### src/rtl/mem_stage.sv
// Memory-access pipeline stage: passes non-memory ops through, runs load/store
// bus transactions, aligns store lanes, extends load data, registers writeback.
//   state  | meaning
//   S_IDLE | empty, ready to accept
//   S_REQ  | bus request asserted, waiting for grant
//   S_WAIT | granted, waiting for response
//   S_HOLD | writeback packet valid, waiting for out_ready
module mem_stage #(
  parameter bit STORE_WAIT_ACK = 1'b0
) (
  input  logic        clk,
  input  logic        rst,
  input  logic        in_valid,
  output logic        in_ready,
  input  logic        in_mem_read_ena,
  input  logic        in_mem_write_ena,
  input  logic [2:0]  in_mem_type,
  input  logic [31:0] in_addr,
  input  logic [31:0] in_write_data,
  input  logic [31:0] in_result,
  input  logic        in_write_reg_need,
  input  logic [4:0]  in_write_reg_addr,
  output logic        dbus_req,
  output logic        dbus_we,
  output logic [31:0] dbus_addr,
  output logic [3:0]  dbus_wstrb,
  output logic [31:0] dbus_wdata,
  input  logic        dbus_gnt,
  input  logic        dbus_rvalid,
  input  logic [31:0] dbus_rdata,
  output logic        out_valid,
  input  logic        out_ready,
  output logic [31:0] out_data,
  output logic        out_write_reg_need,
  output logic [4:0]  out_write_reg_addr,
  output logic        out_addr_error
);

  typedef enum logic [1:0] {S_IDLE, S_REQ, S_WAIT, S_HOLD} state_t;

  state_t      state_q, state_d;
  logic [2:0]  type_q, type_d;
  logic [1:0]  lo_q, lo_d;
  logic        store_q, store_d;
  logic [31:0] result_q, result_d;
  logic        need_q, need_d;
  logic [4:0]  wra_q, wra_d;

  logic        dbus_req_q, dbus_req_d;
  logic        dbus_we_q, dbus_we_d;
  logic [31:0] dbus_addr_q, dbus_addr_d;
  logic [3:0]  dbus_wstrb_q, dbus_wstrb_d;
  logic [31:0] dbus_wdata_q, dbus_wdata_d;

  logic        out_valid_q, out_valid_d;
  logic [31:0] out_data_q, out_data_d;
  logic        out_need_q, out_need_d;
  logic [4:0]  out_wra_q, out_wra_d;
  logic        out_err_q, out_err_d;

  logic accept;
  logic mem_op;

  function automatic logic is_half(input logic [2:0] t);
    return (t == 3'd1) || (t == 3'd2);
  endfunction

  function automatic logic is_byte(input logic [2:0] t);
    return (t == 3'd3) || (t == 3'd4);
  endfunction

  // Byte accesses can never be misaligned; unknown type codes behave as word.
  function automatic logic misaligned(input logic [2:0] t, input logic [1:0] a);
    if (is_byte(t))      return 1'b0;
    else if (is_half(t)) return a[0];
    else                 return a != 2'b00;
  endfunction

  function automatic logic [3:0] strobes(input logic [2:0] t, input logic [1:0] a);
    if (is_byte(t))      return 4'b0001 << a;
    else if (is_half(t)) return a[1] ? 4'b1100 : 4'b0011;
    else                 return 4'b1111;
  endfunction

  function automatic logic [31:0] lanes(input logic [2:0] t, input logic [31:0] d);
    if (is_byte(t))      return {4{d[7:0]}};
    else if (is_half(t)) return {2{d[15:0]}};
    else                 return d;
  endfunction

  function automatic logic [31:0] extend(input logic [2:0] t, input logic [1:0] a,
                                         input logic [31:0] rd);
    logic [31:0] sh;
    sh = rd >> {a, 3'b000};
    case (t)
      3'd1:    return {{16{sh[15]}}, sh[15:0]};
      3'd2:    return {16'h0000, sh[15:0]};
      3'd3:    return {{24{sh[7]}}, sh[7:0]};
      3'd4:    return {24'h000000, sh[7:0]};
      default: return sh;
    endcase
  endfunction

  assign in_ready = (state_q == S_IDLE) || ((state_q == S_HOLD) && out_ready);
  assign accept   = in_valid && in_ready;
  assign mem_op   = in_mem_read_ena || in_mem_write_ena;

  always_comb begin
    state_d      = state_q;
    type_d       = type_q;
    lo_d         = lo_q;
    store_d      = store_q;
    result_d     = result_q;
    need_d       = need_q;
    wra_d        = wra_q;
    dbus_req_d   = dbus_req_q;
    dbus_we_d    = dbus_we_q;
    dbus_addr_d  = dbus_addr_q;
    dbus_wstrb_d = dbus_wstrb_q;
    dbus_wdata_d = dbus_wdata_q;
    out_valid_d  = out_valid_q;
    out_data_d   = out_data_q;
    out_need_d   = out_need_q;
    out_wra_d    = out_wra_q;
    out_err_d    = out_err_q;

    case (state_q)
      S_IDLE, S_HOLD: begin
        if ((state_q == S_HOLD) && out_ready) begin
          out_valid_d = 1'b0;
          state_d     = S_IDLE;
        end
        if (accept) begin
          type_d   = in_mem_type;
          lo_d     = in_addr[1:0];
          store_d  = in_mem_write_ena;
          result_d = in_result;
          need_d   = in_write_reg_need;
          wra_d    = in_write_reg_addr;
          if (!mem_op) begin
            state_d     = S_HOLD;
            out_valid_d = 1'b1;
            out_data_d  = in_result;
            out_need_d  = in_write_reg_need;
            out_wra_d   = in_write_reg_addr;
            out_err_d   = 1'b0;
          end else if (misaligned(in_mem_type, in_addr[1:0])) begin
            state_d     = S_HOLD;
            out_valid_d = 1'b1;
            out_data_d  = in_addr;
            out_need_d  = 1'b0;
            out_wra_d   = in_write_reg_addr;
            out_err_d   = 1'b1;
          end else begin
            // Write enable wins when both enables are set.
            state_d      = S_REQ;
            dbus_req_d   = 1'b1;
            dbus_we_d    = in_mem_write_ena;
            dbus_addr_d  = {in_addr[31:2], 2'b00};
            dbus_wstrb_d = in_mem_write_ena ? strobes(in_mem_type, in_addr[1:0]) : 4'b0000;
            dbus_wdata_d = in_mem_write_ena ? lanes(in_mem_type, in_write_data) : 32'h0;
          end
        end
      end
      S_REQ: begin
        if (dbus_gnt) begin
          dbus_req_d   = 1'b0;
          dbus_we_d    = 1'b0;
          dbus_addr_d  = 32'h0;
          dbus_wstrb_d = 4'b0000;
          dbus_wdata_d = 32'h0;
          if (store_q && !STORE_WAIT_ACK) begin
            state_d     = S_HOLD;
            out_valid_d = 1'b1;
            out_data_d  = result_q;
            out_need_d  = need_q;
            out_wra_d   = wra_q;
            out_err_d   = 1'b0;
          end else begin
            state_d = S_WAIT;
          end
        end
      end
      S_WAIT: begin
        if (dbus_rvalid) begin
          state_d     = S_HOLD;
          out_valid_d = 1'b1;
          out_data_d  = store_q ? result_q : extend(type_q, lo_q, dbus_rdata);
          out_need_d  = need_q;
          out_wra_d   = wra_q;
          out_err_d   = 1'b0;
        end
      end
      default: state_d = S_IDLE;
    endcase
  end

  always_ff @(posedge clk or posedge rst) begin
    if (rst) begin
      state_q      <= S_IDLE;
      type_q       <= 3'd0;
      lo_q         <= 2'd0;
      store_q      <= 1'b0;
      result_q     <= 32'h0;
      need_q       <= 1'b0;
      wra_q        <= 5'd0;
      dbus_req_q   <= 1'b0;
      dbus_we_q    <= 1'b0;
      dbus_addr_q  <= 32'h0;
      dbus_wstrb_q <= 4'b0000;
      dbus_wdata_q <= 32'h0;
      out_valid_q  <= 1'b0;
      out_data_q   <= 32'h0;
      out_need_q   <= 1'b0;
      out_wra_q    <= 5'd0;
      out_err_q    <= 1'b0;
    end else begin
      state_q      <= state_d;
      type_q       <= type_d;
      lo_q         <= lo_d;
      store_q      <= store_d;
      result_q     <= result_d;
      need_q       <= need_d;
      wra_q        <= wra_d;
      dbus_req_q   <= dbus_req_d;
      dbus_we_q    <= dbus_we_d;
      dbus_addr_q  <= dbus_addr_d;
      dbus_wstrb_q <= dbus_wstrb_d;
      dbus_wdata_q <= dbus_wdata_d;
      out_valid_q  <= out_valid_d;
      out_data_q   <= out_data_d;
      out_need_q   <= out_need_d;
      out_wra_q    <= out_wra_d;
      out_err_q    <= out_err_d;
    end
  end

  assign dbus_req           = dbus_req_q;
  assign dbus_we            = dbus_we_q;
  assign dbus_addr          = dbus_addr_q;
  assign dbus_wstrb         = dbus_wstrb_q;
  assign dbus_wdata         = dbus_wdata_q;
  assign out_valid          = out_valid_q;
  assign out_data           = out_data_q;
  assign out_write_reg_need = out_need_q;
  assign out_write_reg_addr = out_wra_q;
  assign out_addr_error     = out_err_q;

endmodule

### config.mk
export PLATFORM = sky130hd
export DESIGN_NAME = mem_stage
export DESIGN_NICKNAME = d
export VERILOG_FILES = /design/src/rtl/mem_stage.sv
export SDC_FILE = /design/constraint.sdc
export NUM_CORES = 1
export LEC_CHECK = 0
export BUFFER_PORTS_ARGS = -buffer_cell sky130_fd_sc_hd__buf_2
export CAP_MARGIN = 20
export CORE_ASPECT_RATIO = 1.1
export CORE_MARGIN = 2
export CORE_UTILIZATION = 40
export CTS_CLUSTER_DIAMETER = 100
export DETAILED_ROUTE_END_ITERATION = 8
export SLEW_MARGIN = 20
export SYNTH_ARGS = -nofsm -noshare
export SYNTH_HDL_FRONTEND = slang
export SYNTH_SLANG_ARGS = --single-unit
### constraint.sdc
create_clock -name clk -period 15.25 [get_ports clk]
set_input_delay 2.2875 -clock clk [delete_from_list [all_inputs] [get_ports clk]]
set_output_delay 2.2875 -clock clk [all_outputs]
set_load 0.005 [all_outputs]
# --- Word-level counts from Yosys, hierarchy flattened ---
# Cells that the tools add are included.
word_totals:
  register_bits: 156
  input_bits: 145
  output_inout_bits: 111
  elab_cells: 134
op_classes:
  eq_ne: 19
  shift: 2
  n_mux: 81
  reduce_logical: 15
op_table:
  columns: ["cell", "n"]
  rows:
  - ["2-to-1 mux 32 bit", 17]
  - ["case mux 32 bit (2 select lines)", 2]
  - ["case mux 32 bit (4 select lines)", 1]
  - ["case mux 32 bit (3 select lines)", 1]
  - ["2-to-1 mux 1 bit", 32]
  - ["2-to-1 mux 4 bit", 8]
  - [">> shifter 32 x 5 -> 32 bit", 1]
  - ["2-to-1 mux 5 bit", 6]
  - ["case mux 5 bit (3 select lines)", 1]
  - ["== test 3 x 2 -> 1 bit (second input constant)", 4]
  - ["2-to-1 mux 2 bit", 6]
  - ["!= test 2 bit (second input constant)", 6]
  - ["AND reduction 5 bit", 2]
  - ["case mux 1 bit (3 select lines)", 3]
  - ["case mux 4 bit (2 select lines)", 1]
  - ["== test 3 x 1 -> 1 bit (second input constant)", 2]
  - ["== test 3 bit (second input constant)", 2]
  - ["!= test 3 bit (second input constant)", 2]
  - ["case mux 2 bit (3 select lines)", 1]
  - ["AND reduction 3 bit", 2]
  - ["== test 2 bit (second input constant)", 2]
  - ["logical OR 1 bit", 4]
  - ["case mux 1 bit (2 select lines)", 2]
  - ["nonzero test 2 bit", 2]
  - ["6 further kinds", 7]

# --- Logic depth before layout (Yosys ltp) ---
depth:
  depth_word: 11
  mapped_depth: 10
  depth_no_buf: 7

# --- Worst setup path before layout ---
# OpenSTA, ideal clock, no wires.
synth_timing:
  kind: "input port to output port"
  startpoint: "in out_ready"
  endpoint: "out in_ready"
  arrival_time_ns: 2.480
  path_slack_ns: 10.482
  stages: 1
  path_cell_list: "a21o_1"
synth_via:
  elab_chain_cells: 2
synth_rtl:
  columns: ["element", "line_no", "text"]
  rows:
  - ["start: declaration", "32", "input logic out_ready,"]
  - ["logical AND 1 bit", "104", "assign in_ready = (state_q == S_IDLE) || ((state_q == S_HOLD) && out_ready);"]
  - ["logical OR 1 bit", "104", null]
  - ["end: declaration", "14", "output logic in_ready,"]
# No other way between the ends.

# --- Worst setup path in the final report ---
# Same ends and word-level chain as after synthesis.

==> results.rst <==
.. list-table::
   :header-rows: 1

   * - Metric
     - Value
   * - Predominant post-synthesis flop cell
     - sky130_fd_sc_hd__dfrtp_1
   * - Most frequent cell after synthesis
     - sky130_fd_sc_hd__dfrtp_1
   * - Count of unresolved DRC violations after routing
     - 0
   * - Pin count of the biggest net entering global routing
     - 81
   * - Residual antenna-violating net count after detailed routing
     - 0
   * - Number of buffers added to fix hold violations after cts
     - 0
   * - Number of cells on the worst reg-to-reg path
     - 8
   * - Level count of the clock H-tree
     - 4
   * - Summed instance area of the synthesized netlist
     - 8304 um2
   * - Resize count post-CTS
     - 0
   * - Die Height
     - between 150 and 200 um
   * - Num CTS Buffers
     - 17
   * - Endpoints failing hold
     - 0
   * - Die W
     - around 140 um
   * - TritonCTS Sinks
     - 154
   * - Portion of the clock cycle consumed by the worst path in the final layout
     - between 30% and 40%
   * - CTS clk-pin slew, worst paths
     - ~0.06 ns
   * - Number of pins with negative max-slew slack in the final report
     - 0
   * - Initial standard-cell utilization of the core
     - between 40% and 50%
   * - Synth unique cells
     - 53
   * - Total via count after detailed routing
     - between 6k and 7k
   * - Total wire length after detailed routing
     - 25.26 mm
   * - CP Data Arrival Time
     - 2.76 ns
   * - Initial DRT Pass Iterations
     - 5
   * - Aggregate global routing overflow
     - 0
   * - Fillers
     - 1904
   * - Transition time at the pin with the least slew margin
     - 1.050 ns
   * - Area share of the largest cell type after synthesis
     - between 40 and 50%
   * - Post-Synth Simple-Gate Area
     - 8.859%
   * - Standard cell core area
     - between 20000 and 25000 um2
   * - Fraction of synthesis flops using an asynchronous set or reset pin
     - 100.0%
   * - Launch point of the worst reg-to-reg path
     - state_q[0]
   * - Result of the run
     - completed
   * - Maximum frequency from static timing analysis
     - 198.2 MHz
   * - Layout cells sized above 1
     - between 40% and 50%
   * - Layout Nets
     - around 1.1k
   * - Violation count after the first detailed-route iteration
     - ~470
   * - Critical path capture point type
     - primary output
   * - Internal power contribution
     - approximately 1400 uW
   * - Setup repair after global routing missed its margin
     - no
   * - Total of flip-flops plus latches after synthesis
     - 154
   * - Top-Level Pins
     - roughly 260
   * - Max-capacitance violation count
     - 0
   * - Hold Crit Start
     - dbus_addr[10]
   * - FF+latch area
     - 3854 um2
   * - Cell row count
     - 55
   * - TritonCTS clock tree
     - done
   * - Sequential fraction of the synthesis area
     - 46.41%
   * - P per Cell Area
     - around 230 nW/um2
   * - Post-Route Skew
     - approximately 0.0054 ns
   * - Via count of the first global-routing pass
     - 6698
   * - Via-per-instance ratio
     - roughly 5.5
   * - Critical path launch point
     - out_ready
   * - Fraction of the mapped netlist area in adder cells
     - less than 1%
   * - Setup TNS Final
     - 0 ns
   * - Number of stages on the worst hold path
     - 1
   * - Sequential Power Share
     - about a third
   * - Area of the die
     - between 20000 and 25000 um2
   * - Synthesis Warnings
     - 0
   * - Worst path setup slack after routing
     - 10.21 ns
   * - Synth Area in Compound Gates
     - between 10 and 15%
   * - Class of the tightest hold or removal check
     - reg -> reg
   * - Peak supply drop
     - between 0.15 and 0.2 mV
   * - Leakage
     - 0.004902 uW
   * - Xor and xnor fraction of the mapped netlist area
     - 0.4219%
   * - Final core occ
     - approximately half
   * - Area growth syn-to-layout
     - 24.48%
   * - Port buffer count
     - ~250
   * - Slew HR
     - between 20% and 30%
   * - Final weighted congestion of routability-driven global placement
     - between 0.8 and 0.9
   * - Total Power Consumption
     - between 2000 and 2500 uW
   * - Required time at the endpoint of the critical path
     - between 10 and 15 ns
   * - Smallest hold slack
     - about 0.5 ns
   * - Mean routed wirelength per cell
     - about 20 um
   * - Initial antenna violation count
     - 2
   * - Combinational share of power
     - between 40% and 50%
   * - Largest fanout of any net on the critical path
     - 4
   * - Proportion of total power due to net switching
     - 38.24%
   * - Cell at the root of the clock tree
     - sky130_fd_sc_hd__clkbuf_16
   * - Psw
     - 890.7 uW
   * - Synth Area per Inst
     - between 10 and 15 um2
   * - HPWL reported at the end of detailed placement
     - approximately 18 mm
   * - Insertion delay to the later sink of the worst-skew pair
     - about 0.42 ns
   * - Synth area leaders
     - sky130_fd_sc_hd__dfrtp_1 46%, sky130_fd_sc_hd__mux2_2 15%, sky130_fd_sc_hd__mux2i_1 8.2%
   * - Global-route wire length before repair
     - 38.73 mm
   * - Multi-input combinational cell area
     - 4101 um2
   * - Dominant cell type by area after synthesis
     - sky130_fd_sc_hd__dfrtp_1
   * - Most instantiated cells after synthesis
     - 154 x sky130_fd_sc_hd__dfrtp_1, 107 x sky130_fd_sc_hd__mux2_2, 70 x sky130_fd_sc_hd__nand2_1
   * - Mux share of post-synthesis cell area
     - between 20% and 30%
   * - Worst setup path category
     - in -> out
   * - Clock buffer depth
     - 2
   * - Final count of negative-setup-slack endpoints
     - 0
   * - Largest family of logic cells by synthesized area
     - multiplexers
   * - Count of flip-flops with a built-in enable after synthesis
     - 0
   * - Post CTS Setup Buffer Count
     - 0
   * - Aggregate global-route resource usage
     - between 20% and 30%
   * - Relative contribution of the clock network to total power
     - a little under a fifth
   * - Number of standard cells after synthesis
     - ~760
   * - Sort of element at the start of the critical path
     - primary input
   * - Post-layout minimum cycle time
     - 5.045 ns
   * - DP Worst Slack
     - a little under 10 ns
[cells by family (layout without fill, tap and decap cells)]
family	after synthesis	in the layout
muxes	188	188
and+or+nand+nor	151	151
DFF	154	154
xor gates and xnor gates	4	4
other	1	6
adders and majority gates	4	4
AOI/OAI and AO/OA	171	171
buffers and inverters	83	319
[path summary, 6_finish.rpt]
kind,endpoint,slack (ns)
max,in_ready,10.21
min,dbus_addr[10],0.50
max reg2reg,dbus_addr[29],11.08
min reg2reg,dbus_addr[10],0.50
max in group asynchronous,result_q[19],12.06
min in group asynchronous,dbus_wdata[26],1.96
[final cells by class]
cell class,instances,share of cell area (%)
sequential,154,37.28
multi-input combinational,520,39.68
clock buffer,21,4.454
clock inverter,10,1.356
antenna,4,0.09683
tap,256,3.099
inverter,23,0.8836
timing repair buffer,265,13.16
[power groups by stage]
stage / Combinational [uW] / Clock (uW) / Sequential (uW)
after floorplan: 822 / 0 / 721
after global routing: 1270 / 466 / 759
final: 1160 / 439 / 735
after detailed placement: 1170 / 0 / 737
after CTS: 1170 / 447 / 735
after global placement: 1140 / 0 / 733
[per-layer routing]
metal / global-route usage (%) / vias up / wire [um]
met4: 6.143 / 0 / 409
met1: 29.56 / 3366 / 10480
met3: 6.310 / 24 / 1908
met2: 38.53 / 284 / 12460
li1: - / 3213 / -
met5: 0 / - / 0
[worst max-delay path: stages]
cell and delay (ns):
sky130_fd_sc_hd__buf_2 0.10, sky130_fd_sc_hd__a21o_1 0.21, sky130_fd_sc_hd__buf_2 0.15
[through the flow]
stage	instance area, um2	instances
floorplan	8308	757
global placement	9723	1218
detailed placement	9723	1218
CTS	10320	1249
global route	10330	1250
finish	10340	1253
[state kept, by name (all words and copies together), names as in the netlist, 2 cells and up]
| name | flops |
|---|---|
| result_q | 32 |
| type_q | 3 |
| dbus_addr | 30 |
| dbus_wstrb | 4 |
| dbus_wdata | 32 |
| out_data | 32 |
| wra_q | 5 |
| state_q | 2 |
| out_write_reg_addr | 5 |
| lo_q | 2 |
[placed cells by master (no fill, tap or decap), types with 22 or more instances in the layout]
cell type / instances
sky130_fd_sc_hd__buf_2: 253
sky130_fd_sc_hd__dfrtp_1: 154
sky130_fd_sc_hd__mux2_2: 107
sky130_fd_sc_hd__nand2_1: 70
sky130_fd_sc_hd__mux2i_1: 68
sky130_fd_sc_hd__a21oi_1: 50
sky130_fd_sc_hd__nor2b_1: 42
sky130_fd_sc_hd__o21ai_0: 37
sky130_fd_sc_hd__a222oi_1: 24
sky130_fd_sc_hd__inv_1: 22
Note: power is estimated with default switching activity, not from simulation.
